[src/rtl/mem_port_arbiter.sv]
// Shares one unified memory port between the data port and the fetch port.
// Data normally wins arbitration; fetch is forced through after STARVE_LIM
// consecutive data grants that were taken while fetch was waiting.
module mem_port_arbiter #(
    parameter int ADDR_W     = 16,
    parameter int DATA_W     = 16,
    parameter int MEM_LAT    = 1,
    parameter int STARVE_LIM = 4
) (
    input  logic              clk,
    input  logic              rst_b,
    input  logic              d_req,
    input  logic              d_we,
    input  logic [ADDR_W-1:0] d_addr,
    input  logic [DATA_W-1:0] d_wdata,
    output logic              d_ack,
    output logic [DATA_W-1:0] d_rdata,
    input  logic              f_req,
    input  logic [ADDR_W-1:0] f_addr,
    output logic              f_ack,
    output logic [DATA_W-1:0] f_rdata,
    output logic              mem_e,
    output logic              mem_we,
    output logic [ADDR_W-1:0] mem_addr,
    output logic [DATA_W-1:0] mem_wdata,
    input  logic [DATA_W-1:0] mem_rdata,
    output logic              busy,
    output logic              owner
);

    localparam int LAT_W = (MEM_LAT > 1) ? $clog2(MEM_LAT) : 1;
    localparam int SW    = $clog2(STARVE_LIM + 1);
    localparam logic [LAT_W-1:0] LAT_INIT   = LAT_W'(MEM_LAT - 1);
    localparam logic [SW-1:0]    STARVE_MAX = SW'(STARVE_LIM);

    typedef enum logic [1:0] {
        IDLE   = 2'd0,
        ACCESS = 2'd1,
        RESP   = 2'd2
    } state_t;

    state_t             r_state;
    state_t             w_next_state;
    logic               w_grant_d;
    logic               w_grant_f;
    logic               w_fetch_wins;
    logic [LAT_W-1:0]   r_lat_cnt;
    logic [SW-1:0]      r_starve_cnt;
    logic               r_owner;
    logic               r_mem_we;
    logic [ADDR_W-1:0]  r_mem_addr;
    logic [DATA_W-1:0]  r_mem_wdata;
    logic [DATA_W-1:0]  r_d_rdata;
    logic [DATA_W-1:0]  r_f_rdata;

    assign mem_we    = r_mem_we;
    assign mem_addr  = r_mem_addr;
    assign mem_wdata = r_mem_wdata;
    assign d_rdata   = r_d_rdata;
    assign f_rdata   = r_f_rdata;
    assign owner     = r_owner;

    // State register; reset abandons any access in flight.
    always_ff @(posedge clk or negedge rst_b) begin
        if (!rst_b) r_state <= IDLE;
        else        r_state <= w_next_state;
    end

    // Arbitration, next state, and the state-decoded strobes (enable, acks, busy).
    always_comb begin
        w_next_state = r_state;
        w_grant_d    = 1'b0;
        w_grant_f    = 1'b0;
        w_fetch_wins = (r_starve_cnt == STARVE_MAX);
        mem_e        = 1'b0;
        busy         = 1'b0;
        d_ack        = 1'b0;
        f_ack        = 1'b0;
        unique case (r_state)
            IDLE: begin
                w_grant_f = f_req && (!d_req || w_fetch_wins);
                w_grant_d = d_req && !w_grant_f;
                if (w_grant_d || w_grant_f) w_next_state = ACCESS;
            end
            ACCESS: begin
                mem_e = 1'b1;
                busy  = 1'b1;
                if (r_lat_cnt == '0) w_next_state = RESP;
            end
            RESP: begin
                busy         = 1'b1;
                d_ack        = !r_owner;
                f_ack        = r_owner;
                w_next_state = IDLE;
            end
            default: w_next_state = IDLE;
        endcase
    end

    // Grant latching, latency countdown, read-data capture and starvation tracking.
    always_ff @(posedge clk or negedge rst_b) begin
        if (!rst_b) begin
            r_lat_cnt    <= '0;
            r_starve_cnt <= '0;
            r_owner      <= 1'b0;
            r_mem_we     <= 1'b0;
            r_mem_addr   <= '0;
            r_mem_wdata  <= '0;
            r_d_rdata    <= '0;
            r_f_rdata    <= '0;
        end else begin
            unique case (r_state)
                IDLE: begin
                    if (w_grant_d || w_grant_f) begin
                        r_mem_addr  <= w_grant_f ? f_addr : d_addr;
                        r_mem_we    <= w_grant_d && d_we;
                        r_mem_wdata <= w_grant_d ? d_wdata : '0;
                        r_owner     <= w_grant_f;
                        r_lat_cnt   <= LAT_INIT;
                    end
                    if (w_grant_f) begin
                        r_starve_cnt <= '0;
                    end else if (w_grant_d && f_req && (r_starve_cnt != STARVE_MAX)) begin
                        r_starve_cnt <= r_starve_cnt + 1'b1;
                    end
                end
                ACCESS: begin
                    if (r_lat_cnt != '0) begin
                        r_lat_cnt <= r_lat_cnt - 1'b1;
                    end else begin
                        if (r_owner)        r_f_rdata <= mem_rdata;
                        else if (!r_mem_we) r_d_rdata <= mem_rdata;
                        r_mem_we <= 1'b0;
                    end
                end
                default: ;
            endcase
        end
    end

endmodule

[config.mk]
export PLATFORM = sky130hd
export DESIGN_NAME = mem_port_arbiter
export DESIGN_NICKNAME = d
export VERILOG_FILES = /design/src/rtl/mem_port_arbiter.sv
export SDC_FILE = /design/constraint.sdc
export NUM_CORES = 1
export LEC_CHECK = 0
export ABC_CLOCK_PERIOD_IN_PS = 1800
export CORE_MARGIN = 2
export CORE_UTILIZATION = 42
export DETAILED_ROUTE_END_ITERATION = 10
export HOLD_SLACK_MARGIN = 0.05
export PLACE_DENSITY = 0.81
export SLEW_MARGIN = 20
export SYNTH_ARGS = -nofsm -noshare
export SYNTH_HDL_FRONTEND = slang
export SYNTH_SLANG_ARGS = --single-unit
export TNS_END_PERCENT = 10
[constraint.sdc]
create_clock -name clk -period 1.8 [get_ports clk]
set_input_delay 0.27 -clock clk [delete_from_list [all_inputs] [get_ports clk]]
set_output_delay 0.27 -clock clk [all_outputs]
set_load 0.1 [all_outputs]
; Word level (Yosys, flattened, before mapping)
; Cells that the tools add are included.
[op_classes]
n_addsub = 2
n_eq_ne = 7
muxes = 19
bitwise = 3
reduce_logical = 22
[ops]
columns = op, count
row1 = 2-to-1 mux 16 bit, 2
row2 = 2-to-1 mux 1 bit, 10
row3 = AND reduction 2 bit, 4
row4 = 2-to-1 mux 3 bit, 2
row5 = "!= test 2 bit, second input constant", 3
row6 = AND reduction 3 bit, 2
row7 = logical AND 1 bit, 5
row8 = 2-to-1 mux 2 bit, 2
row9 = one-hot mux 1 bit (2 select lines), 2
row10 = one-hot mux 2 bit (2 select lines), 1
row11 = AND reduction 4 bit, 1
row12 = nonzero test 2 bit, 2
row13 = "adder 3 x 1 -> 3 bit, second input constant", 1
row14 = "equality test 3 bit, second input constant", 1
row15 = zero test 1 bit, 3
row16 = logical OR 1 bit, 3
row17 = "!= test 3 bit, second input constant", 1
row18 = inverter 1 bit, 3
row19 = "equality test 2 x 1 -> 1 bit, second input constant", 1
row20 = "equality test 2 bit, second input constant", 1
row21 = zero test 2 bit, 1
row22 = OR reduction 2 bit, 1
row23 = "subtractor 1 bit, second input constant", 1
[totals]
regBits = 72
in_bits = 69
output_inout_bits = 70
word_cells = 62

; Longest topological paths before layout
[logic_depth]
depth_word = 10
mapped_depth = 8

; Worst setup path before layout
; OpenSTA, ideal clock, no wires.
[synth_timing]
path_kind = register -> output
startpoint = reg r_owner, in the netlist owner
endpoint = out d_ack
arrival_time_ps = 2294
t_required_ps = 1530
slack_ps = -764
stages_incl_launch_ff = 2
n_path_buf = 0
cell_sequence = dfrtp_1 -> nor2b_1
[synth_between]
elab_chain_len = 2
[synth_rtl]
columns = item, line_no
row1 = "start, declared", 49  ; logic r_owner;
row2 = "start signal, assigned", 118  ; r_owner <= w_grant_f;
row3 = zero test 1 bit, 92  ; d_ack = !r_owner;
row4 = 2-to-1 mux 1 bit, 79  ; unique case (r_state)
row5 = "end, declared", 16  ; output logic d_ack,
; No other way between the ends.

; Final worst setup path
[layout_timing]
startpoint = reg r_state[0]
endpoint = out f_ack
[layout_between]
elab_chain_len = 2
[layout_rtl]
columns = item, line_no
row1 = "start, declared", 42  ; state_t r_state;
row2 = "start signal, assigned", 66  ; else r_state <= w_next_state;
row3 = equality test 2 bit, 79
row4 = 2-to-1 mux 1 bit, 79
row5 = "end, declared", 20  ; output logic f_ack,
; No other way between the ends.

==> out/summary.log <==
qor: outcome.outcome completed
qor: setup_path.cp_cell_sequence inv_1, ha_1, and2_2, buf_12
qor: global_routing.globalRoute.totalOverflow 0
qor: drt.drtPass1Iterations 4
qor: cells_and_area.fraction_of_layout_instances_using_a_drive_strength_above_1 0.371
qor: cts.clk_root_buffer_cell sky130_fd_sc_hd__clkbuf_8
qor: synthesis.synth_area_per_cell 12.9 µm²
qor: global_routing.number_of_antenna_violations_at_the_first_check_in_global_routing 0
qor: die.die_area 0.00800 mm²
qor: setup_path.critPathLaunchType flip-flop
qor: cells_and_area.finalInstanceArea 0.00474 mm²
qor: setup_path.critPathMaxStageDelay 0.39 ns
qor: drt.totalWireLength 7.70 mm
qor: drt.detail_route.drc_violations 0
qor: synthesis.ys_warn_count 0
qor: global_routing.global_route.usage.total 0.195
qor: timing.timing_worst_slew_pin_value 0.395 ns
qor: cells_and_area.final_core_utilization 0.661
qor: min_path.hold_path.class in2async
qor: synthesis.synth_largest_area_cell sky130_fd_sc_hd__dfrtp_1
qor: global_routing.first_pass_grt_wire_length 11.7 mm
qor: placed_design.port_buffers 138
qor: setup_path.setup.worst_path.start r_state[0]
qor: run.cap_violations 0
qor: setup_path.critical_path.slowest_cell sky130_fd_sc_hd__dfrtp_1
qor: global_routing.grt_start_max_net_pins 31
qor: drt.drtAntennaViolNets 0
qor: cells_and_area.nNetsFinal 461
qor: setup_path.critical_path.top_delay_family flip-flops
qor: synthesis.synth_cell_types 28
qor: drt.routed_wire_length_per_instance 15.7 µm
qor: drt.routed-via-count 2450
qor: synthesis.synth_async_sr_flop_share 1.00
qor: placed_design.placed_area 0.00450 mm²
qor: die.core 0.00718 mm²
qor: timing.drv_slew 0
qor: cells_and_area.areaGrowthSynthToFinish 54.5%
qor: timing.unrepaired_setup_endpoints_after_global_routing no
qor: placed_design.hpwlAfterDp 5.63 mm
qor: timing.final.period_utilization 0.949
qor: synthesis.count_leader_synth sky130_fd_sc_hd__dfrtp_1
qor: drt.initial_drc_count 81
qor: cells_and_area.antenna_cells 0
qor: die.floorplan.rows 31
qor: synthesis.synth_top_area_frac 0.579
qor: setup_path.crit_path_max_fanout 4
qor: timing.timing.final.setup_violations 0
qor: cts.clock-sinks 71
qor: cts.clk_latency 0.34 ns
qor: synthesis.synth-edff-count 0
qor: setup_path.reg2reg_from r_state[0]
qor: setup_path.worst-path-stages 4
qor: synthesis.synth.cells.most_frequent 71 x sky130_fd_sc_hd__dfrtp_1, 32 x sky130_fd_sc_hd__mux2_2, 32 x sky130_fd_sc_hd__o211ai_1
qor: synthesis.post_synthesis_cells 237
qor: synthesis.synthTopCellsByArea sky130_fd_sc_hd__dfrtp_1 58%, sky130_fd_sc_hd__mux2_2 12%, sky130_fd_sc_hd__o211ai_1 7.8%
qor: setup_path.crit_type reg2out
qor: cts.clk_path_buf_depth 2
qor: cts.tritoncts.num_buffers 9
qor: setup_path.critical_path_arrival 1.44 ns
qor: cts.cts.htree.levels 3
qor: synthesis.prevailing_post_synth_register_cell sky130_fd_sc_hd__dfrtp_1
qor: cts.cts.clk_slew.worst_paths 0.08 ns
qor: synthesis.synthesis.nets 312
qor: placed_design.gp_routability_congestion 0.763
qor: global_routing.number_of_global_route_vias_before_repair 2424
qor: setup_path.timing.critical_path.buf_inv 2
qor: synthesis.yosysSeqAreaShare 0.579
qor: synthesis.post_synth_design_cell_area 0.00307 mm²
qor: synthesis.synth.ff_latch_count 71
qor: cts.cts_tree built
qor: timing.clock_skew 0.00900 ns
qor: setup_path.crit_path_end_kind primary output
qor: cells_and_area.fillerInstances 576
qor: die.fp.dieW 89.5 µm
qor: die.die_height 89.5 µm
qor: setup_path.r2r_cells 5
qor: timing.timing.max_slew.rel_slack 0.736
qor: die.top_level_ports 139
qor: timing.fmax 585 MHz
qor: drt.vias_per_cell 5.00
qor: setup_path.critPathRequiredTime 1.53 ns
qor: die.initial_utilization 0.428
qor: timing.report.final.hold_viol_count 0
qor: timing.timing.final.crit_period 1.71 ns
==> registers in the layout, summed over array words and instances, names as in the netlist <==
name          cells
r_state           2
mem_addr         16
d_rdata          16
f_rdata          16
owner             1
r_starve_cnt      3
mem_we            1
mem_wdata        16
==> placed cells by master, fill, tap and decap left out, drive strengths merged, types with 2 or more instances in the layout <==
cell and instances:
a21boi 2, bufinv 2, nand2 23, clkdlybuf4s50 67, dfrtp 71, buf 83
mux2 32, clkinv 2, and2 2, o211ai 32, nand3 3, a22o 16
inv 20, nor3b 3, clkbuf 11, o21ai 7, ha 6
==> cells by family (layout without fill, tap and decap cells) <==
family,count (synthesis),in the layout,share of synthesized area
adders and majority gates,6,6,0.0245
muxes,32,32,0.117
buffers and inverters,33,187,0.0669
DFF,71,71,0.579
and+or+nand+nor,35,35,0.0579
AOI/OAI and AO/OA,60,60,0.154
==> final timing paths <==
check,end,slack [ns]
worst max-delay path,f_ack,0.09
worst min-delay path,d_rdata[13],0.40
worst min register to register,f_rdata[14],0.51
worst max register to register,mem_we,0.14
min in group clk,mem_addr[7],0.50
max in group asynchronous,mem_addr[3],0.78
==> cell type report <==
| type | count | area [µm²] | area share |
|---|---|---|---|
| multi-input combinational | 133 | 1110 | 0.234 |
| tap | 99 | 124 | 0.0261 |
| timing repair buffer | 151 | 1430 | 0.301 |
| inverter | 20 | 75.1 | 0.0158 |
| clock inverter | 5 | 81.3 | 0.0172 |
| sequential | 71 | 1780 | 0.375 |
| clock buffer | 11 | 141 | 0.0298 |
==> metrics by stage <==
| stage | worst slack (ns) | cells | hold slack [ns] | TNS, ns |
|---|---|---|---|---|
| floorplan | -0.0407 | 237 | -0.0256 | -0.407 |
| global placement | 0.0347 | 473 | 0.216 | 0 |
| detailed placement | -0.0778 | 473 | 0.217 | -0.943 |
| CTS | 0.0659 | 490 | 0.390 | 0 |
| global route | 0.00390 | 490 | 0.439 | 0 |
| finish | 0.0915 | 490 | 0.397 | 0 |
==> layer usage <==
layer  track usage  part of all wire
met4        0.0733             0.016
met3        0.0517             0.071
met2         0.333              0.51
met1         0.238              0.40
met5             0                 0
==> what timing repair did <==
action / 4_1_cts / 5_1_grt
setup endpoints to repair: 2 / 1
endpoints found under the hold margin: 27 / 0
resized for setup: 1 / 1
setup buffers: 0 / 0
gates cloned: 0 / 0
hold buffers: 1 / 0
Power is left out: the tool's default activity adds up to more than one toggle a clock period on the data nets, which glitch-free logic cannot reach.
